**src/rtl/seq_shifter.sv**
```systemverilog
// seq_shifter -- iterative shift/rotate engine for the datapath ALU.
//
// Shifts an operand by 0..WIDTH-1 positions, at most STEP positions per
// cycle, and reports completion with a one-cycle done pulse.
//
// Parameters:
//   WIDTH  data width (power of two, >= 4)
//   SHW    shift-amount width, derived from WIDTH; do not override
//   STEP   max bit positions moved per cycle (power of two, 1..WIDTH)
//
// Ports:
//   clk      rising-edge clock
//   reset    synchronous, active-high
//   start    request; only accepted in IDLE or DONE
//   op       000 SLL, 001 SRL, 010 SRA, 011 ROL, 100 ROR; others illegal
//   data_in  operand, captured on an accepted start
//   amount   shift count, captured on an accepted start
//   busy     high while shifting
//   done     one-cycle pulse, result valid
//   err      pulses with done for an illegal op
//   result   registered result, held until the next completion
//   carry    last bit moved out (0 for amount 0)
//   zero     result == 0, registered with result
//
// Build option: define SEQ_SHIFTER_ROTATE_EN to build ROL/ROR. Without it
// opcodes 011/100 are reported as illegal.
module seq_shifter #(
  parameter int WIDTH = 16,
  parameter int SHW   = $clog2(WIDTH),
  parameter int STEP  = 4
) (
  input  logic             clk,
  input  logic             reset,
  input  logic             start,
  input  logic [2:0]       op,
  input  logic [WIDTH-1:0] data_in,
  input  logic [SHW-1:0]   amount,
  output logic             busy,
  output logic             done,
  output logic             err,
  output logic [WIDTH-1:0] result,
  output logic             carry,
  output logic             zero
);

  localparam logic [1:0] IDLE  = 2'd0;
  localparam logic [1:0] SHIFT = 2'd1;
  localparam logic [1:0] DONE  = 2'd2;

  localparam logic [2:0] OP_SLL = 3'b000;
  localparam logic [2:0] OP_SRL = 3'b001;
  localparam logic [2:0] OP_SRA = 3'b010;
  localparam logic [2:0] OP_ROL = 3'b011;
  localparam logic [2:0] OP_ROR = 3'b100;

  // One extra bit so STEP == WIDTH and WIDTH itself are representable.
  localparam logic [SHW:0] STEP_K  = (SHW+1)'(STEP);
  localparam logic [SHW:0] WIDTH_K = (SHW+1)'(WIDTH);

  logic [1:0]       state;
  logic [WIDTH-1:0] work;
  logic [SHW-1:0]   rem;
  logic [2:0]       op_q;
  logic             err_q;

  logic [SHW:0]     k;
  logic [SHW-1:0]   rem_nxt;
  logic [WIDTH-1:0] work_nxt;
  logic [WIDTH-1:0] left_out;
  logic [WIDTH-1:0] right_out;
  logic             carry_nxt;

  function automatic logic op_legal(input logic [2:0] o);
`ifdef SEQ_SHIFTER_ROTATE_EN
    return (o <= OP_ROR);
`else
    return (o <= OP_SRA);
`endif
  endfunction

  // One shift step. k is never larger than rem, so rem cannot underflow
  // and k < WIDTH always holds while shifting.
  always_comb begin
    k         = ({1'b0, rem} > STEP_K) ? STEP_K : {1'b0, rem};
    rem_nxt   = rem - k[SHW-1:0];
    // Bit 0 of these is the last bit leaving the left / right end.
    left_out  = work >> (WIDTH_K - k);
    right_out = work >> (k - 1'b1);
    work_nxt  = work;
    carry_nxt = 1'b0;
    case (op_q)
      OP_SLL: begin
        work_nxt  = work << k;
        carry_nxt = left_out[0];
      end
      OP_SRL: begin
        work_nxt  = work >> k;
        carry_nxt = right_out[0];
      end
      OP_SRA: begin
        work_nxt  = $signed(work) >>> k;
        carry_nxt = right_out[0];
      end
`ifdef SEQ_SHIFTER_ROTATE_EN
      OP_ROL: begin
        work_nxt  = (work << k) | (work >> (WIDTH_K - k));
        carry_nxt = left_out[0];
      end
      OP_ROR: begin
        work_nxt  = (work >> k) | (work << (WIDTH_K - k));
        carry_nxt = right_out[0];
      end
`endif
      default: ;
    endcase
  end

  always_ff @(posedge clk) begin
    if (reset) begin
      state  <= IDLE;
      work   <= '0;
      rem    <= '0;
      op_q   <= OP_SLL;
      err_q  <= 1'b0;
      result <= '0;
      carry  <= 1'b0;
      zero   <= 1'b1;
    end else begin
      case (state)
        IDLE, DONE: begin
          if (start) begin
            op_q <= op;
            work <= data_in;
            rem  <= amount;
            if (amount != '0 && op_legal(op)) begin
              state <= SHIFT;
              err_q <= 1'b0;
            end else begin
              // Nothing to shift (or illegal): complete with the operand.
              state  <= DONE;
              err_q  <= !op_legal(op);
              result <= data_in;
              carry  <= 1'b0;
              zero   <= (data_in == '0);
            end
          end else begin
            state <= IDLE;
          end
        end
        SHIFT: begin
          work <= work_nxt;
          rem  <= rem_nxt;
          if (rem_nxt == '0) begin
            state  <= DONE;
            result <= work_nxt;
            carry  <= carry_nxt;
            zero   <= (work_nxt == '0);
          end
        end
        default: state <= IDLE;
      endcase
    end
  end

  assign busy = (state == SHIFT);
  assign done = (state == DONE);
  assign err  = done & err_q;

endmodule

```
**config.mk**
```make
export PLATFORM = sky130hd
export DESIGN_NAME = seq_shifter
export DESIGN_NICKNAME = d
export VERILOG_FILES = /design/src/rtl/seq_shifter.sv
export SDC_FILE = /design/constraint.sdc
export NUM_CORES = 1
export LEC_CHECK = 0
export BUFFER_PORTS_ARGS = -buffer_cell sky130_fd_sc_hd__buf_2
export CAP_MARGIN = 20
export CORE_ASPECT_RATIO = 2
export CORE_MARGIN = 5
export CORE_UTILIZATION = 35
export CTS_BUF_LIST = sky130_fd_sc_hd__clkbuf_4 sky130_fd_sc_hd__clkbuf_8 sky130_fd_sc_hd__clkbuf_16
export DETAILED_ROUTE_END_ITERATION = 16
export PLACE_DENSITY = 0.57
export SYNTH_ARGS = -nofsm -noshare
export SYNTH_HDL_FRONTEND = slang
export SYNTH_SLANG_ARGS = --single-unit
```
**constraint.sdc**
```tcl
create_clock -name clk -period 4.5 [get_ports clk]
set_clock_uncertainty 0.05 [all_clocks]
set_input_delay 0.225 -clock clk [delete_from_list [all_inputs] [get_ports clk]]
set_output_delay 0.225 -clock clk [all_outputs]
set_load 0.1 [all_outputs]
```
Word level (Yosys, flattened, before mapping)
Index checks and enable logic that the tools add are counted.
{"block": "classes", "addsub": 3, "n_mul": 0, "div_mod_pow": 0, "magnitude_cmp": 2, "n_eq_ne": 7, "shifts": 5, "n_mux": 24, "n_bitwise": 1, "reduce_logical": 14}
{"operator": "$mux W16", "n": 4}
{"operator": "$pmux W16 S2", "n": 2}
{"operator": "$pmux W16 S3", "n": 1}
{"operator": "$logic_not A16 Y1", "n": 2}
{"operator": "$shr A16 B5 Y1", "n": 2}
{"operator": "$shl A16 B4 Y16", "n": 1}
{"operator": "$shr A16 B4 Y16", "n": 1}
{"operator": "$sshr A16 B4 Y16", "n": 1}
{"operator": "$mux W4", "n": 2}
{"operator": "$pmux W4 S2", "n": 1}
{"operator": "$mux W1", "n": 7}
{"operator": "$mux W2", "n": 3}
{"operator": "$pmux W1 S2", "n": 3}
{"operator": "$sub A4 B1 Y5 const B", "n": 1}
{"operator": "$sub A5 B4 Y5 const A", "n": 1}
{"operator": "$gt A4 B3 Y1 const B", "n": 1}
{"operator": "$logic_not A4 Y1", "n": 1}
{"operator": "$ne A2 B2 Y1 const B", "n": 2}
{"operator": "$pmux W2 S2", "n": 1}
{"operator": "$reduce_and A2 Y1", "n": 2}
{"operator": "$reduce_and A4 Y1", "n": 1}
{"operator": "$reduce_bool A4 Y1", "n": 1}
{"operator": "$reduce_or A2 Y1", "n": 2}
{"operator": "$sub A4 B4 Y4", "n": 1}
{"operator": "other kinds (12)", "n": 12}
{"block": "totals", "ff_bits": 44, "latchBits": 0, "ramBits": 0, "rom_bits": 0, "elab_cells": 64, "mem_count": 0}

Depth between registers and ports, before layout
{"block": "logic_depth", "depth_word": 7, "ltp_mapped": 14, "mapped_depth_nobuf": 12}

Least setup slack after synthesis
OpenSTA, ideal clock, no wires.
{"block": "synth_path", "kind": "register to register", "start": "reg rem[1]", "end": "reg result[0]", "setup_ps": 128, "t_arrival_ps": 2819, "path_slack_ps": 1503, "path_stages_with_launch": 15, "path_cell_list": "dfxtp_1 buf_2 buf_2 buf_2 buf_2 nand2_1 ha_1 or4b_1 o2111ai_1 o21ai_1 a21o_1 buf_2 buf_1 a21oi_1 nor2_1"}
{"block": "synth_between", "elab_chain_cells": 6, "elab_cells_between_ends": 12, "classes_between": "add/sub: 1; order compare: 1; eq/ne: 1; shift: 3; mux: 4; reduce/logical: 2"}
{"element": "from (decl)", "line": "62", "text": "logic [SHW-1:0] rem;"}
{"element": "from (signal assigned)", "line": "134", "text": "rem <= amount;"}
{"element": "from (signal assigned)", "line": "152", "text": "rem <= rem_nxt;"}
{"element": "$gt A4 B3 Y1", "line": "84", "text": "k = ({1'b0, rem} > STEP_K) ? STEP_K : {1'b0, rem};"}
{"element": "$mux W4", "line": "84"}
{"element": "$sub A4 B4 Y4, or another cell as far along", "line": "85", "text": "rem_nxt = rem - k[SHW-1:0];"}
{"element": "$logic_not A4 Y1 or $pmux W16 S3 (tied branches)", "line": "153, 91"}
{"element": "$ne A2 B1 Y1 (no line) or $mux W16 (tied branches)"}
{"element": "$reduce_and A4 Y1 (no line) or $pmux W16 S2 (tied branches)"}
{"element": "to (signal assigned)", "line": "142", "text": "result <= data_in;"}
{"element": "to (signal assigned)", "line": "155", "text": "result <= work_nxt;"}
{"element": "to (decl)", "line": "41", "text": "output logic [WIDTH-1:0] result,"}
Parallel ways exist; a longest one is shown, timed or not. The select of a mux whose other input is x is not followed.
A chain may end at the register's enable or synchronous reset.

Worst setup path after layout
{"block": "layout_path", "start": "reg rem[2]", "end": "reg carry"}
{"block": "layout_between", "elab_chain_cells": 7, "elab_cells_between_ends": 13, "classes_between": "add/sub: 3; order compare: 1; eq/ne: 1; shift: 2; mux: 4; reduce/logical: 2"}
{"element": "$gt A4 B3 Y1", "line": "84"}
{"element": "$mux W4", "line": "84"}
{"element": "$sub A5 B4 Y5 or $sub A4 B1 Y5 (tied branches)", "line": "87, 88"}
{"element": "$shr A16 B5 Y1 (on tied branches)", "line": "87, 88"}
{"element": "$pmux W1 S2", "line": "91", "text": "case (op_q)"}
{"element": "$mux W1", "line": "153", "text": "if (rem_nxt == '0) begin"}
{"element": "$pmux W1 S2", "line": "129", "text": "case (state)"}
{"element": "to (signal assigned)", "line": "156", "text": "carry <= carry_nxt;"}
{"element": "to (decl)", "line": "42", "text": "output logic carry,"}
Parallel ways exist; a longest one is shown, timed or not. The select of a mux whose other input is x is not followed.

==> PnR_summary.wiki <==
{| class="wikitable"
! Metric !! Value
|-
| Proportion of synthesized area in mux cells || 0.132
|-
| Clock Pin Slew Worst Setup and Hold Paths || 0.06 ns
|-
| Async set-reset flop share out of synthesis || 0
|-
| Count of warnings emitted by yosys || 0
|-
| Worst-path maximum fanout || 9
|-
| Wire length of the first global-routing pass || 23.6 mm
|-
| Initial antenna violation count || 0
|-
| RSZ-0062 raised after global routing || false
|-
| Chip Width || 84.1 um
|-
| Simple-Gate Fraction of Synth Area || 0.216
|-
| Die ar. || 13,300 um2
|-
| Weighted congestion at the end of routability-driven global placement || 0.966
|-
| Fraction of the cycle the final worst path needs || 0.672
|-
| Start point of the critical path || rem[2]
|-
| Kind of capture point of the worst setup path || register
|-
| Core Box Area || 10,800 um2
|-
| Unique cell type count in the Yosys netlist || 75
|-
| Clock Latency Late Sink || 0.29 ns
|-
| Max Buffers Root-to-Sink || 2
|-
| Sum of internal, switching and leakage power || 1.70 mW
|-
| Count of final max-slew check failures || 0
|-
| Post-synth EDFFs || 0
|-
| Syn_area_per_cell || 7.50 um2
|-
| Final setup violation count || 0
|-
| Total routing resource utilization after global routing || 0.226
|-
| Prevailing post-synth register cell || sky130_fd_sc_hd__dfxtp_1
|-
| Net switching power || 749 uW
|-
| Post-cts repair resize count || 0
|-
| Hold wc startpoint || op[2]
|-
| Internal power || 953 uW
|-
| Area post-placement || 4050 um2
|-
| Peak supply drop || 321 uV
|-
| Power density relative to cell area || 402 nW/um2
|-
| Minimum period implied by the final worst setup slack || 3.02 ns
|-
| Clock network fraction of total power || 0.264
|-
| Count of routing violations after the opening detailed-route iteration || 606
|-
| Post-Layout Inst Area || 4240 um2
|-
| Number of buffers added for setup after CTS || 0
|-
| Antenna Cells || 0
|-
| Actual slew at the worst max-slew pin || 1.10 ns
|-
| Slowest stage delay, CP || 0.60 ns
|-
| Post-route ant nets || 0
|-
| Cell-by-cell trace of the critical path || buf_4 -> or3b_2 -> ha_1 -> inv_1 -> ha_1 -> inv_1 -> mux2i_1 -> a22oi_1 -> nand3_1 -> nand4_1 -> o21ai_1
|-
| Share of post-route cells with drive strength above 1 || 0.181
|-
| Via count of the routed design || 4,256
|-
| Via density || 6.46
|-
| Highest-delay cell along the critical path || sky130_fd_sc_hd__or3b_2
|-
| Post-synthesis compound-gate area fraction || 0.316
|-
| Number of failing hold endpoints at the final stage || 0
|-
| Kind of launch point of the worst setup path || register
|-
| Gate Count Post-Synth || 513
|-
| Largest net degree at the start of global routing || 45
|-
| TritonRoute pass-1 iters || 6
|-
| Number of CTS-inserted buffers || 5
|-
| Total Nets Final || 548
|-
| Result of the run || complete, no violations
|-
| Die height || 158 um
|-
| Sequential fraction of design power || 0.305
|-
| Root buf cell || sky130_fd_sc_hd__clkbuf_16
|-
| Detailed-route DRC error count || 0
|-
| Relative area change from synthesis to final layout || 10.2%
|-
| Share of synthesized cell area in full adder, half adder and majority cells || 0.0130
|-
| Crit path kind || reg2reg
|-
| Data required time at the worst endpoint || 4.67 ns
|-
| Switching share of power || 0.440
|-
| Area share of the largest cell type after synthesis || 0.229
|-
| Fill cells || 1,173
|-
| Routed wire length || 14.9 mm
|-
| Final global-route overflow total || 0
|-
| H-tree depth || 2
|-
| Rows || 54
|-
| Main area contributors after synthesis || sky130_fd_sc_hd__dfxtp_1 23%, sky130_fd_sc_hd__nand2_1 8.0%, sky130_fd_sc_hd__a21oi_1 5.7%, sky130_fd_sc_hd__mux2i_1 4.4%, sky130_fd_sc_hd__nor2_1 4.4%
|-
| Relative max-transition margin || 0.266
|-
| Count of maximum capacitance violations || 0
|-
| Sequential element share of the synthesized area || 0.229
|-
| R2r startpoint || rem[2]
|-
| Combinational cell fraction of total power || 0.431
|-
| Area share of xor/xnor cells in the synthesized design || 0.00683
|-
| Area used by multi-input combinational logic || 2630 um2
|-
| Data arrival at the endpoint of the critical path || 3.20 ns
|-
| Number of top-level pins || 47
|-
| Highest Clock Rate || 331 MHz
|-
| Clock Sink Count || 44
|-
| Final TNS setup || 0 ns
|-
| CTS tree || done
|-
| FF+latch count, synth || 44
|-
| Via count of the first global-routing pass || 4,247
|-
| Net count after synthesis || 543
|-
| Post-cts hold buffer count || 0
|-
| Worst hold-check path type || in2reg
|-
| DR WL/cell || 22.7 um
|-
| Initial Util || 0.356
|-
| Slack of the worst reg-to-reg path || 1.48 ns
|-
| Area taken by flip-flops and latches || 882 um2
|-
| # port buffers || 46
|-
| Cell Area, Synth || 3840 um2
|-
| Post-synth top area cell || sky130_fd_sc_hd__dfxtp_1
|-
| Leakage || 1.60 nW
|-
| Final HPWL from detailed placement || 10.9 mm
|-
| Largest family of logic cells by synthesized area || compound AO/OA/AOI/OAI gates
|}
[final timing paths]
kind | to | depth (start not counted)
min | op_q[2] | 3
min reg2reg | result[10] | 2
max | carry | 11
max reg2reg | carry | 11
[metal layers]
metal / vias up / track usage / routed length [um]
li1: 1921 / - / -
met1: 2030 / 0.234 / 5170
met2: 234 / 0.435 / 8120
met3: 71 / 0.0214 / 829
met4: 0 / 0.130 / 817
met5: - / 0 / 0
[cell usage in the layout (no fill, tap or decap), types with 3 or more instances in the layout]
cell / count
sky130_fd_sc_hd__nand2_1: 82
sky130_fd_sc_hd__o21ai_0: 24
sky130_fd_sc_hd__o211a_1: 3
sky130_fd_sc_hd__o2111ai_1: 6
sky130_fd_sc_hd__mux2i_1: 17
sky130_fd_sc_hd__o21ai_1: 5
sky130_fd_sc_hd__nor3_1: 10
sky130_fd_sc_hd__a22oi_1: 6
sky130_fd_sc_hd__mux4_2: 7
sky130_fd_sc_hd__buf_4: 9
sky130_fd_sc_hd__ha_1: 4
sky130_fd_sc_hd__o211ai_1: 4
sky130_fd_sc_hd__nand4_1: 4
sky130_fd_sc_hd__a21boi_0: 3
sky130_fd_sc_hd__nand2b_1: 4
sky130_fd_sc_hd__nor4_1: 4
sky130_fd_sc_hd__nor2b_1: 5
sky130_fd_sc_hd__nand3_1: 5
sky130_fd_sc_hd__buf_2: 46
sky130_fd_sc_hd__clkbuf_16: 5
sky130_fd_sc_hd__a32oi_1: 3
sky130_fd_sc_hd__dfxtp_1: 43
sky130_fd_sc_hd__nor2_1: 45
sky130_fd_sc_hd__a222oi_1: 4
sky130_fd_sc_hd__a21oi_1: 44
sky130_fd_sc_hd__a2bb2oi_1: 5
sky130_fd_sc_hd__inv_1: 12
sky130_fd_sc_hd__a211oi_1: 19
sky130_fd_sc_hd__a311oi_1: 6
sky130_fd_sc_hd__o21a_1: 3
sky130_fd_sc_hd__o221ai_1: 6
sky130_fd_sc_hd__mux2_2: 10
sky130_fd_sc_hd__o22ai_1: 3
sky130_fd_sc_hd__a31oi_1: 6
sky130_fd_sc_hd__a221oi_1: 4
sky130_fd_sc_hd__nand3b_1: 3
[worst max-delay path, delay by kind of cell (launching register included)]
kind | cells | cell delay, ns
muxes | 1 | 0.38
AOI/OAI and AO/OA | 2 | 0.30
and+or+nand+nor | 3 | 0.84
buffers and inverters | 3 | 0.46
adders and majority gates | 2 | 0.56
DFF | 1 | 0.38
[power groups by stage]
stage / Sequential, mW / Clock, mW / Combinational, mW
finish: 0.519 / 0.449 / 0.733
global route: 0.524 / 0.475 / 0.782
CTS: 0.514 / 0.459 / 0.721
detailed placement: 0.523 / 0 / 0.718
global placement: 0.522 / 0 / 0.717
floorplan: 0.592 / 0 / 0.469
[cell families (layout without fill, tap and decap cells)]
kind of cell	count (synthesis)	in the layout
other	1	1
flip-flops	44	44
AND/OR/NAND/NOR	178	178
multiplexers	37	37
buffers and inverters	71	77
AO/OA/AOI/OAI	175	175
adder cells (fa/ha/maj)	4	4
XOR/XNOR	3	3
[Yosys cell counts (all sizes together), types with 9 or more instances]
master,n
mux2i,17
nand2,82
mux4,9
nor2,45
mux2,11
clkbuf,31
nor3,10
buf,26
a211oi,19
a21oi,45
inv,13
dfxtp,44
o21ai,30
[flip-flops by register name, indices dropped and copies added (netlist names)]
name / flops
carry: 1
err_q: 1
op_q: 3
rem: 4
result: 16
state: 2
work: 16
zero: 1
[per-stage QoR]
stage / hold slack (ns) / setup slack [ns] / instances / util
finish: 0.140 / 1.48 / 659 / 0.392
global route: 0.148 / 1.23 / 659 / 0.392
CTS: 0.132 / 1.53 / 659 / 0.392
detailed placement: 0.396 / 1.54 / 651 / 0.375
global placement: 0.390 / 1.59 / 651 / 0.375
floorplan: 0.311 / 1.50 / 513 / -
[final cells by class]
cell class / instances / area share
well taps: 140 / 0.0414
repair buffers: 55 / 0.0703
multi-input cells: 398 / 0.621
inverters: 14 / 0.0157
flip-flops and latches: 44 / 0.208
clock inverters: 1 / 0.00709
clock buffers: 7 / 0.0360
No activity file was read; power rests on OpenSTA's default activity.
